`config.mk`:
```
export PLATFORM = sky130hd
export DESIGN_NAME = multicycle_controller
export DESIGN_NICKNAME = d
export VERILOG_FILES = /design/src/rtl/riscv_ctrl_pkg.sv /design/src/rtl/multicycle_controller_alu_decoder.sv /design/src/rtl/multicycle_controller.sv
export SDC_FILE = /design/constraint.sdc
export NUM_CORES = 1
export LEC_CHECK = 0
export ABC_AREA = 1
export CORE_UTILIZATION = 38
export CTS_BUF_LIST = sky130_fd_sc_hd__clkbuf_8
export CTS_CLUSTER_SIZE = 12
export DETAILED_ROUTE_END_ITERATION = 8
export GPL_ROUTABILITY_DRIVEN = 0
export PLACE_DENSITY_LB_ADDON = 0.25
export SLEW_MARGIN = 20
export SYNTH_ARGS = -nofsm -noshare
export SYNTH_HDL_FRONTEND = slang
export SYNTH_HIERARCHICAL = 1
export SYNTH_SLANG_ARGS = --single-unit
```
`constraint.sdc`:
```
create_clock -name clk -period 1.4 [get_ports clk]
set_input_delay 0.14 -clock clk [delete_from_list [all_inputs] [get_ports clk]]
set_output_delay 0.14 -clock clk [all_outputs]
set_load 0.005 [all_outputs]
```
`src/rtl/riscv_ctrl_pkg.sv`:
```
// Shared types and encodings for the multicycle RV32I control unit:
// FSM states, opcodes, ALUOp, ImmSrc and ALUControl codes.
package riscv_ctrl_pkg;

    typedef enum logic [3:0] {
        S_FETCH    = 4'd0,
        S_DECODE   = 4'd1,
        S_MEMADR   = 4'd2,
        S_MEMREAD  = 4'd3,
        S_MEMWB    = 4'd4,
        S_MEMWRITE = 4'd5,
        S_EXECUTER = 4'd6,
        S_EXECUTEI = 4'd7,
        S_ALUWB    = 4'd8,
        S_BEQ      = 4'd9,
        S_JAL      = 4'd10,
        S_TRAP     = 4'd11
    } state_e;

    localparam int NUM_STATES = 12;

    localparam logic [6:0] OP_LW  = 7'b0000011;
    localparam logic [6:0] OP_SW  = 7'b0100011;
    localparam logic [6:0] OP_R   = 7'b0110011;
    localparam logic [6:0] OP_I   = 7'b0010011;
    localparam logic [6:0] OP_BEQ = 7'b1100011;
    localparam logic [6:0] OP_JAL = 7'b1101111;

    typedef enum logic [1:0] {
        ALUOP_ADD   = 2'b00,
        ALUOP_SUB   = 2'b01,
        ALUOP_FUNCT = 2'b10
    } aluop_e;

    localparam logic [1:0] IMM_I = 2'b00;
    localparam logic [1:0] IMM_S = 2'b01;
    localparam logic [1:0] IMM_B = 2'b10;
    localparam logic [1:0] IMM_J = 2'b11;

    localparam logic [2:0] ALU_ADD = 3'b000;
    localparam logic [2:0] ALU_SUB = 3'b001;
    localparam logic [2:0] ALU_AND = 3'b010;
    localparam logic [2:0] ALU_OR  = 3'b011;
    localparam logic [2:0] ALU_SLT = 3'b101;

    // Only add/sub, slt, or and and exist in the ALU; other funct3 codes trap.
    function automatic logic alu_funct3_ok(input logic [2:0] funct3);
        return (funct3 == 3'b000) || (funct3 == 3'b010) ||
               (funct3 == 3'b110) || (funct3 == 3'b111);
    endfunction

endpackage

```
`src/rtl/multicycle_controller_alu_decoder.sv`:
```
// Combinational ALU decoder: maps ALUOp plus instruction funct fields
// to the ALUControl code driven into the datapath ALU.
module alu_decoder
    import riscv_ctrl_pkg::*;
(
    input  aluop_e     aluop_i,
    input  logic [2:0] funct3_i,
    input  logic       funct7b5_i,
    input  logic       op5_i,
    output logic [2:0] alu_control_o
);

    always_comb begin
        // NOTE: default first so every path assigns the output and no latch is inferred.
        alu_control_o = ALU_ADD;
        unique case (aluop_i)
            ALUOP_SUB: alu_control_o = ALU_SUB;
            ALUOP_FUNCT: begin
                unique case (funct3_i)
                    // Only R-type (op[5]=1) can subtract; addi ignores Instr[30].
                    3'b000:  alu_control_o = (op5_i && funct7b5_i) ? ALU_SUB : ALU_ADD;
                    3'b010:  alu_control_o = ALU_SLT;
                    3'b110:  alu_control_o = ALU_OR;
                    3'b111:  alu_control_o = ALU_AND;
                    default: alu_control_o = ALU_ADD;
                endcase
            end
            default: alu_control_o = ALU_ADD;
        endcase
    end

endmodule

```
`src/rtl/multicycle_controller.sv`:
```
// Main FSM of the multicycle RV32I core: sequences each instruction and
// decodes datapath enables and mux selects from the current state.
module multicycle_controller
    import riscv_ctrl_pkg::*;
#(
    parameter bit RESET_STATE_ONEHOT = 1'b0
) (
    input  logic       clk,
    input  logic       rst,
    input  logic [6:0] op,
    input  logic [2:0] funct3,
    input  logic       funct7b5,
    input  logic       zero,
    input  logic       mem_ready,
    output logic       PCWrite,
    output logic       AdrSrc,
    output logic       MemWrite,
    output logic       IRWrite,
    output logic [1:0] ResultSrc,
    output logic [1:0] ALUSrcA,
    output logic [1:0] ALUSrcB,
    output logic [1:0] ImmSrc,
    output logic [2:0] ALUControl,
    output logic       RegWrite,
    output logic       trap
);

    state_e state_cur;
    state_e state_d;
    aluop_e alu_op;
    logic   pc_write_raw, mem_write_raw, ir_write_raw, reg_write_raw;

    generate
        if (RESET_STATE_ONEHOT) begin : g_onehot
            logic [NUM_STATES-1:0] onehot_q;
            always_ff @(posedge clk) begin
                // NOTE: non-blocking for all registered state so every flop samples pre-edge values.
                onehot_q <= rst ? (NUM_STATES'(1) << S_FETCH) : (NUM_STATES'(1) << state_d);
            end
            always_comb begin
                state_cur = S_FETCH;
                for (int i = 0; i < NUM_STATES; i++) begin
                    if (onehot_q[i]) state_cur = state_e'(i[3:0]);
                end
            end
        end else begin : g_binary
            state_e state_q;
            always_ff @(posedge clk) begin
                state_q <= rst ? S_FETCH : state_d;
            end
            assign state_cur = state_q;
        end
    endgenerate

    always_comb begin
        state_d = state_cur;
        unique case (state_cur)
            S_FETCH:  if (mem_ready) state_d = S_DECODE;
            S_DECODE: begin
                state_d = S_TRAP;
                unique case (op)
                    OP_LW, OP_SW: if (funct3 == 3'b010)   state_d = S_MEMADR;
                    OP_R:         if (alu_funct3_ok(funct3)) state_d = S_EXECUTER;
                    OP_I:         if (alu_funct3_ok(funct3)) state_d = S_EXECUTEI;
                    OP_BEQ:       if (funct3 == 3'b000)   state_d = S_BEQ;
                    OP_JAL:       state_d = S_JAL;
                    default:      state_d = S_TRAP;
                endcase
            end
            S_MEMADR:   state_d = (op == OP_SW) ? S_MEMWRITE : S_MEMREAD;
            S_MEMREAD:  if (mem_ready) state_d = S_MEMWB;
            S_MEMWRITE: if (mem_ready) state_d = S_FETCH;
            S_EXECUTER, S_EXECUTEI, S_JAL: state_d = S_ALUWB;
            S_MEMWB, S_ALUWB, S_BEQ:       state_d = S_FETCH;
            S_TRAP:     state_d = S_TRAP;
            default:    state_d = S_FETCH;
        endcase
    end

    always_comb begin
        pc_write_raw  = 1'b0;
        AdrSrc        = 1'b0;
        mem_write_raw = 1'b0;
        ir_write_raw  = 1'b0;
        ResultSrc     = 2'b00;
        ALUSrcA       = 2'b00;
        ALUSrcB       = 2'b00;
        alu_op        = ALUOP_ADD;
        reg_write_raw = 1'b0;
        trap          = 1'b0;
        unique case (state_cur)
            S_FETCH: begin
                ALUSrcB      = 2'b10;
                ResultSrc    = 2'b10;
                ir_write_raw = mem_ready;
                pc_write_raw = mem_ready;
            end
            S_DECODE: begin
                ALUSrcA = 2'b01;
                ALUSrcB = 2'b01;
            end
            S_MEMADR: begin
                ALUSrcA = 2'b10;
                ALUSrcB = 2'b01;
            end
            S_MEMREAD: AdrSrc = 1'b1;
            S_MEMWB: begin
                ResultSrc     = 2'b01;
                reg_write_raw = 1'b1;
            end
            S_MEMWRITE: begin
                AdrSrc        = 1'b1;
                mem_write_raw = 1'b1;
            end
            S_EXECUTER: begin
                ALUSrcA = 2'b10;
                alu_op  = ALUOP_FUNCT;
            end
            S_EXECUTEI: begin
                ALUSrcA = 2'b10;
                ALUSrcB = 2'b01;
                alu_op  = ALUOP_FUNCT;
            end
            S_ALUWB: reg_write_raw = 1'b1;
            S_BEQ: begin
                ALUSrcA      = 2'b10;
                alu_op       = ALUOP_SUB;
                pc_write_raw = zero;
            end
            S_JAL: begin
                ALUSrcA      = 2'b01;
                ALUSrcB      = 2'b10;
                pc_write_raw = 1'b1;
            end
            S_TRAP:  trap = 1'b1;
            default: trap = 1'b0;
        endcase
    end

    // Reset must block architectural writes even if the old state wants one.
    assign PCWrite  = pc_write_raw  & ~rst;
    assign MemWrite = mem_write_raw & ~rst;
    assign IRWrite  = ir_write_raw  & ~rst;
    assign RegWrite = reg_write_raw & ~rst;

    always_comb begin
        unique case (op)
            OP_SW:   ImmSrc = IMM_S;
            OP_BEQ:  ImmSrc = IMM_B;
            OP_JAL:  ImmSrc = IMM_J;
            default: ImmSrc = IMM_I;
        endcase
    end

    alu_decoder u_alu_decoder (
        .aluop_i       (alu_op),
        .funct3_i      (funct3),
        .funct7b5_i    (funct7b5),
        .op5_i         (op[5]),
        .alu_control_o (ALUControl)
    );

endmodule

```
==> results of run 1 <==
through the flow:
step | utilization, % | setup TNS [ns]
CTS | 90.7 | -1.07
detailed placement | 81.0 | -4.52
global placement | 81.0 | -3.44
floorplan | - | 0
kinds of logic after synthesis:
kind of cell	count (synthesis)	share of synthesized area [%]
AOI/OAI and AO/OA	15	14.4
adders and majority gates	2	3.70
buffers and inverters	29	16.1
DFF	4	11.9
and+or+nand+nor	78	53.9
timing repair:
action	4_1_cts
endpoints found under the hold margin	0
setup buffers	9
endpoints found under the setup margin	18
pin swaps	17
gates resized for setup	94
gates cloned	0
synth_stat cells:
cell	instances
a211oi_1	1
a21o_1	1
a21oi_1	2
a21oi_2	1
and3_1	1
dfxtp_1	4
ha_1	2
inv_1	24
inv_2	5
nand2_1	32
nand2_2	3
nand3_1	10
nand3_2	1
nand3b_1	1
nand4_1	2
nor2_1	18
nor2_2	6
nor2_4	2
nor3_1	1
o211ai_1	2
o21ai_0	2
o21ai_1	3
o21ai_2	1
o221ai_1	1
o22ai_1	1
or2_1	1
==> impl_metrics.toml, run 1 <==
[synthesis]
synth.yosys.seq_area_share_pct = 11.9
synth_cell_types = 26
yosys_warnings = 6
yosys.area.top_type_share_pct = 17.8
synth-seq-cells = 4
syn_inst = 128
postSynthNetCount = 145
synthTopCellsByArea = "nand2_1 18%, inv_1 13%, dfxtp_1 12%, nor2_1 10%, nand3_1 7.4%"
syn_area_sq_um = 676
syn_area_per_cell_sq_um = 5.28
synth_top_area_cell = "nand2_1"

[clock_network]
cts_made_buffers = 3
cts-root-buf = "clkbuf_8"
ctsHoldBuffers = 0
cts_max_level = 1
clock-sinks = 4
cts_max_path_buffers = 2

[run_status]
lastStage = "5_1_grt"
status = "aborted with a tool error"
tool.error = "[ERROR DPL-0038] Utilization greater than 100%, impossible to legalize"

[place]
postPlaceCellArea_sq_um = 1280
place_inst = 207
dpl_worst_slack_ns = -0.493
port_buffers = 31
hpwl_microns = 2050

[global_route]
grt_max_degree = 7

[sta]
postGrtWorstEndpoint = "ALUControl[2]"
worst-ep-kind = "top-level output"

[die]
dieWidth_microns = 44.2
initial_utilization_pct = 42.9
io_pins = 32
rows = 14
fp.dieH_microns = 44.2
==> inputs of run 2 (changes only) <==
- CORE_AREA: not set -> 2 2 63 65
- CORE_UTILIZATION: 38 -> not set
- CTS_BUF_LIST: sky130_fd_sc_hd__clkbuf_8 -> not set
- CTS_CLUSTER_SIZE: 12 -> not set
- DIE_AREA: not set -> 0 0 65 67
- PLACE_DENSITY_LB_ADDON: 0.25 -> 0.15
- clock period: 1.4 -> 1.82 ns (I/O delays scaled with it)
==> run 2 against run 1 <==
Compared with the run above:
- the flow now finishes without violations
- synthesized area unchanged
- synthesized cell count unchanged
==> impl_metrics.toml, run 2 <==
[global_route]
grt_pass1_vias = 882
antenna_found_initial = 0
grt_max_degree = 7
grt_usage_pct = 10.6
overflow = 0
grt_pass1_wl_microns = 3620

[synthesis]
ys.flop_type = "dfxtp_1"
synth.yosys.seq_area_share_pct = 11.9
syn_inst = 128
synth_top_area_cell = "nand2_1"
synth_common_cells = "32 x nand2_1, 24 x inv_1, 18 x nor2_1, 10 x nand3_1, 6 x nor2_2"
synth_mux_area_share_pct = 0
synth-seq-cells = 4
synth_edf_count = 0
yosys_warnings = 6
synth_cell_types = 26
synthSimpleGateAreaFrac_pct = 53.9
synth-compound-area-share_pct = 14.4
yosys.area.top_type_share_pct = 17.8
synth-xor-area-share_pct = 0
synth.most_common_cell = "nand2_1"
synthTopCellsByArea = "nand2_1 18%, inv_1 13%, dfxtp_1 12%, nor2_1 10%, nand3_1 7.4%"
syn_area_sq_um = 676
async_reset_ff_share_pct = 0
syn_area_per_cell_sq_um = 5.28
postSynthNetCount = 145
synth_top_family_by_area = "simple AND/OR/NAND/NOR gates"
synth_fa_ha_area_share_pct = 3.70

[final_layout]
largest_reg_flops = 4
regMostFlops = "g_binary.state_q"
synthToLayoutAreaGrowth_pct = 88.7
top_regs = "g_binary.state_q x4"
nets = 200
mostFrequentLayoutCell = "nand2_1"
layout_common_cells = "30 x nand2_1, 20 x inv_1, 18 x buf_4"
antenna_cells = 0
post-route-util_pct = 35.4
layout-drive-gt1-share_pct = 32.0

[power]
power_leakage_nw = 0.700
powerDensity_nw_per_um2 = 1020
ir_drop_v = 0.000483
power_mw = 1.30

[worst_hold_path]
hold_path.class = "input port to flop"

[die]
core-area_sq_um = 3610
dieWidth_microns = 65
dieArea_sq_um = 4360
rows = 22
initial_utilization_pct = 18.7
io_pins = 32
fp.dieH_microns = 67

[critical_path]
critPathLaunchType = "flop"
endpoint_kind = "primary output"
cp_max_fo = 6
worstSetupPathType = "flop to primary output"
crit_required_ns = 1.64
cp.arrival_ns = 1.58

[sta]
fin_crit_sh_pct = 96.7
worst_pin_slew_ns = 0.206
finalHoldViolations = 0
min_period_ns = 1.76
max_slew_margin_pct = 86.2
rsz0062_at_grt = "true"
fmax_mhz = 568
drv_slew = 0
skew_ns = 0.000952
setup_violations = 0

[clock_network]
cts_max_path_buffers = 2
cts_tree = "yes"
worstSkewPairLatency_ns = 0.22
cts_made_buffers = 3
clk_pin_slew_ns = 0.03
cts_max_level = 1
cts-root-buf = "clkbuf_8"
ctsHoldBuffers = 0
clock-sinks = 4

[drt]
ant_nets = 0
drc = 0
vias_per_cell = 4.05
dr_total_vias = 927
wirelength_microns = 2180
drtIter0Drc = 12
dr.pass1.iters = 4
routedWlPerCell_microns = 9.52

[run_status]
status = "complete, no violations"

[place]
hpwl_microns = 1810
port_buffers = 31

[run]
drv_cap = 0
run 2: cell counts after synthesis:
Identical to the previous run, type by type.
run 2: cell families (layout without fill, tap and decap cells):
family | count (synthesis) | after routing
buf+inv | 29 | 82
fa+ha+maj | 2 | 2
compound gates | 15 | 15
simple gates | 78 | 78
flops | 4 | 4
run 2: area by class of cell:
type | count | area (sq um)
multi-input combinational | 95 | 534
timing repair buffer | 50 | 447
fill | 407 | 2330
sequential | 4 | 83.8
tap | 48 | 60.1
inverter | 29 | 109
clock buffer | 3 | 41.3
run 2: power by group:
part           switching (mW)  total (mW)  leakage [nW]  internal, mW
Combinational           0.466       0.948         0.644         0.481
Clock                  0.0565       0.198        0.0216         0.142
Sequential             0.0303       0.155        0.0340         0.125
Total                   0.553        1.30         0.700         0.748
run 2: per-stage QoR:
step	area, sq um	TNS (ns)	hold WS (ns)	cells	worst slack (ns)
floorplan	676	0	0.244	128	0.232
global placement	1160	-0.683	0.714	222	-0.236
detailed placement	1160	-0.628	0.708	222	-0.219
CTS	1240	-0.00607	0.714	227	-0.00607
global route	1270	-0.00448	0.566	229	-0.00448
finish	1270	0	0.492	229	0.0601
run 2: worst max-delay path, cell delays in order (launching register included):
cell             delay [ns]
dfxtp_2                0.33
buf_6                  0.13
nor2_2                 0.11
inv_2                  0.06
nor2_4                 0.11
buf_4                  0.12
clkdlybuf4s50_1        0.49
run 2: worst paths after layout:
path,from,end,slack (ns),cells after the start
max,g_binary.state_q[0],ResultSrc[1],0.06,6
min,op[6],g_binary.state_q[2],0.49,6
max reg2reg,g_binary.state_q[1],g_binary.state_q[1],0.51,9
min reg2reg,g_binary.state_q[0],g_binary.state_q[2],0.69,3
run 2: metal layers:
| metal | global-route usage [%] | wire, microns | share of wire [%] |
|---|---|---|---|
| met5 | 0 | 0 | 0 |
| met4 | 3.99 | 28 | 1.3 |
| met3 | 1.35 | 94 | 4.3 |
| met2 | 18.3 | 996 | 46 |
| met1 | 13.5 | 1060 | 49 |
run 2: what timing repair did:
action,in CTS,in global routing
hold endpoints to repair,0,0
cloned,0,0
pin swaps,6,4
gates resized for setup,24,17
setup buffers,2,2
setup endpoints to repair,9,9
(Power assumes the default switching activity.)
==> inputs of run 3 (changes only) <==
- CTS_BUF_LIST: not set -> sky130_fd_sc_hd__clkbuf_8
==> results of run 3 <==
No change in the layout: final DEF, timing and power equal those of run 2.
==> inputs of run 4 (changes only) <==
- ABC_AREA: 1 -> not set
- GPL_TIMING_DRIVEN: not set -> 0
==> run 4 against run 3 <==
Compared with the run above:
- total power rose by 14%
- count of clock-buffer cells in the layout stayed put
- combinational power increased by 19%
- register-to-register slack lost 0.35 ns
- setup slack got worse by 0.060 ns
- global-route usage up 2.1 points
- first-iteration DRC count up 83%
- via count decreased by 0.43%
- fmax decreased by 3.3%
- critical path type unchanged
- largest power group unchanged
- highest routed layer is now met3
==> impl_metrics.toml, run 4 <==
[run_status]
status = "complete, no violations"

[synthesis]
synth-seq-cells = 4
synth.yosys.seq_area_share_pct = 11.4
synth.most_common_cell = "nor2_1"
syn_inst = 102
yosys_warnings = 6
synth_edf_count = 0
ys.flop_type = "dfxtp_1"
synth_cell_types = 42
postSynthNetCount = 119
syn_area_sq_um = 699
synthTopCellsByArea = "dfxtp_1 11%, nor2_1 8.1%, a21oi_1 5.0%, nor3_1 4.3%, a221oi_2 4.3%"
syn_area_per_cell_sq_um = 6.86
synth_common_cells = "15 x nor2_1, 7 x a21oi_1, 7 x nand2_1, 6 x nor3_1"
synth_top_area_cell = "dfxtp_1"
async_reset_ff_share_pct = 0
yosys.area.top_type_share_pct = 11.4

[drt]
wirelength_microns = 2590
routedWlPerCell_microns = 13.5
ant_nets = 0
dr.pass1.iters = 4
drtIter0Drc = 22
drc = 0
vias_per_cell = 4.81
dr_total_vias = 923

[final_layout]
top_regs = "g_binary.state_q x4"
synthToLayoutAreaGrowth_pct = 89.8
largest_reg_flops = 4
final_cells = 192
layout-drive-gt1-share_pct = 33.3
layout_common_cells = "13 x nor2_1, 10 x dlygate4sd2_1, 9 x buf_4, 9 x clkdlybuf4s50_1, 9 x dlymetal6s2s_1"
mostFrequentLayoutCell = "nor2_1"
nets = 163
regMostFlops = "g_binary.state_q"
antenna_cells = 0

[sta]
max_slew_margin_pct = 64.6
setup_violations = 0
final.setup.tns_ns = 0
finalHoldViolations = 0
fmax_mhz = 550
min_period_ns = 1.82
fin_crit_sh_pct = 100
drv_slew = 0
hold-worst-slack_ns = 0.422
worst_pin_slew_ns = 0.524
skew_ns = 0.00290
rsz0062_at_grt = "true"
fin_ws_ns = 0.000454

[power]
ir_drop_v = 0.000273
power_leakage_nw = 0.602
powerDensity_nw_per_um2 = 1120

[critical_path]
endpoint_kind = "primary output"
rr_startpoint = "g_binary.state_q[2]"
worstSetupPathType = "flop to primary output"
reg2reg_to = "g_binary.state_q[2]"
reg2regPathDepth = 5
cp_max_fo = 5
critPathLaunchType = "flop"
r2r_slack_ns = 0.16
crit_required_ns = 1.64
cp.arrival_ns = 1.64

[die]
dieArea_sq_um = 4360
io_pins = 32
rows = 22
initial_utilization_pct = 19.4
dieWidth_microns = 65
fp.dieH_microns = 67
core-area_sq_um = 3610

[clock_network]
cts_max_level = 1
worstSkewPairLatency_ns = 0.21
cts_made_buffers = 3
ctsHoldBuffers = 0
clk_pin_slew_ns = 0.03
cts_tree = "yes"
clock-sinks = 4
cts-root-buf = "clkbuf_8"
cts_max_path_buffers = 2

[global_route]
antenna_found_initial = 0
grt_pass1_vias = 909
grt_max_degree = 11
grt_pass1_wl_microns = 4390
overflow = 0
grt_usage_pct = 12.7

[worst_hold_path]
hold_path.class = "input port to flop"
holdCritStartpoint = "rst"
holdPathStages = 2
hold_end = "g_binary.state_q[0]"

[place]
place_inst = 181
hpwl_microns = 1830
dpl_worst_slack_ns = -0.515
port_buffers = 31

[run]
drv_cap = 0
run 4: timing repair:
action | CTS | global route
setup buffers | 8 | 1
setup endpoints to repair | 17 | 12
gates resized for setup | 56 | 20
pin swaps | 6 | 3
run 4: critical path, stage by stage (launching register included):
cell and delay [ns]:
dfxtp_2 0.33, and2b_2 0.26, nand2_4 0.07, nor2_4 0.10, inv_2 0.05, ha_4 0.27
and4b_2 0.23, buf_6 0.12
run 4: layout make-up:
type / instances / area (sq um)
Buffer: 5 / 56.3
Sequential cell: 4 / 88.8
Tap cell: 48 / 60.1
Inverter: 5 / 18.8
Clock buffer: 3 / 41.3
Timing Repair Buffer: 40 / 383
Fill cell: 389 / 2280
Multi-Input combinational cell: 87 / 679
run 4: cell families (layout without fill, tap and decap cells):
logic type | after synthesis | after routing | share of synthesized area, %
AO/OA/AOI/OAI | 30 | 30 | 31.8
XOR/XNOR | 3 | 3 | 3.76
adder cells (fa/ha/maj) | 2 | 2 | 3.58
buffers and inverters | 11 | 53 | 7.87
flip-flops | 4 | 4 | 11.4
multiplexers | 1 | 1 | 1.43
AND/OR/NAND/NOR | 51 | 51 | 40.1
run 4: routing by layer:
metal	vias to the layer above	part of all wire, %	track usage, %	wire [microns]
met5	-	0	0	0
met4	0	0	2.39	0
met3	0	4.1	2.03	107
li1	468	-	-	-
met1	427	49	16.6	1260
met2	28	47	22.0	1230
run 4: worst max-delay path by stage:
stage,end,cells after the start,startpoint
2_1_floorplan,ALUControl[2],7,g_binary.state_q[0]
3_3_place_gp,ALUControl[2],7,g_binary.state_q[3]
3_5_place_dp,ALUControl[2],7,g_binary.state_q[3]
4_1_cts,ALUControl[2],8,g_binary.state_q[0]
5_1_grt,ALUControl[1],7,g_binary.state_q[2]
6_report,ALUControl[1],7,g_binary.state_q[2]
run 4: per-stage QoR:
step                      area, sq um  power, mW  utilization (%)
after floorplan                   699      0.705                -
after global placement           1070       1.09             29.7
after detailed placement         1070       1.08             29.7
after CTS                        1280       1.44             35.5
after global routing             1330       1.61             36.8
final                            1330       1.48             36.8
run 4: power breakdown:
group          switching [mW]  leakage, nW  total [mW]  internal (mW)
clock                  0.0386       0.0216       0.179          0.140
sequential             0.0412       0.0347       0.172          0.131
combinational           0.548        0.545        1.13          0.582
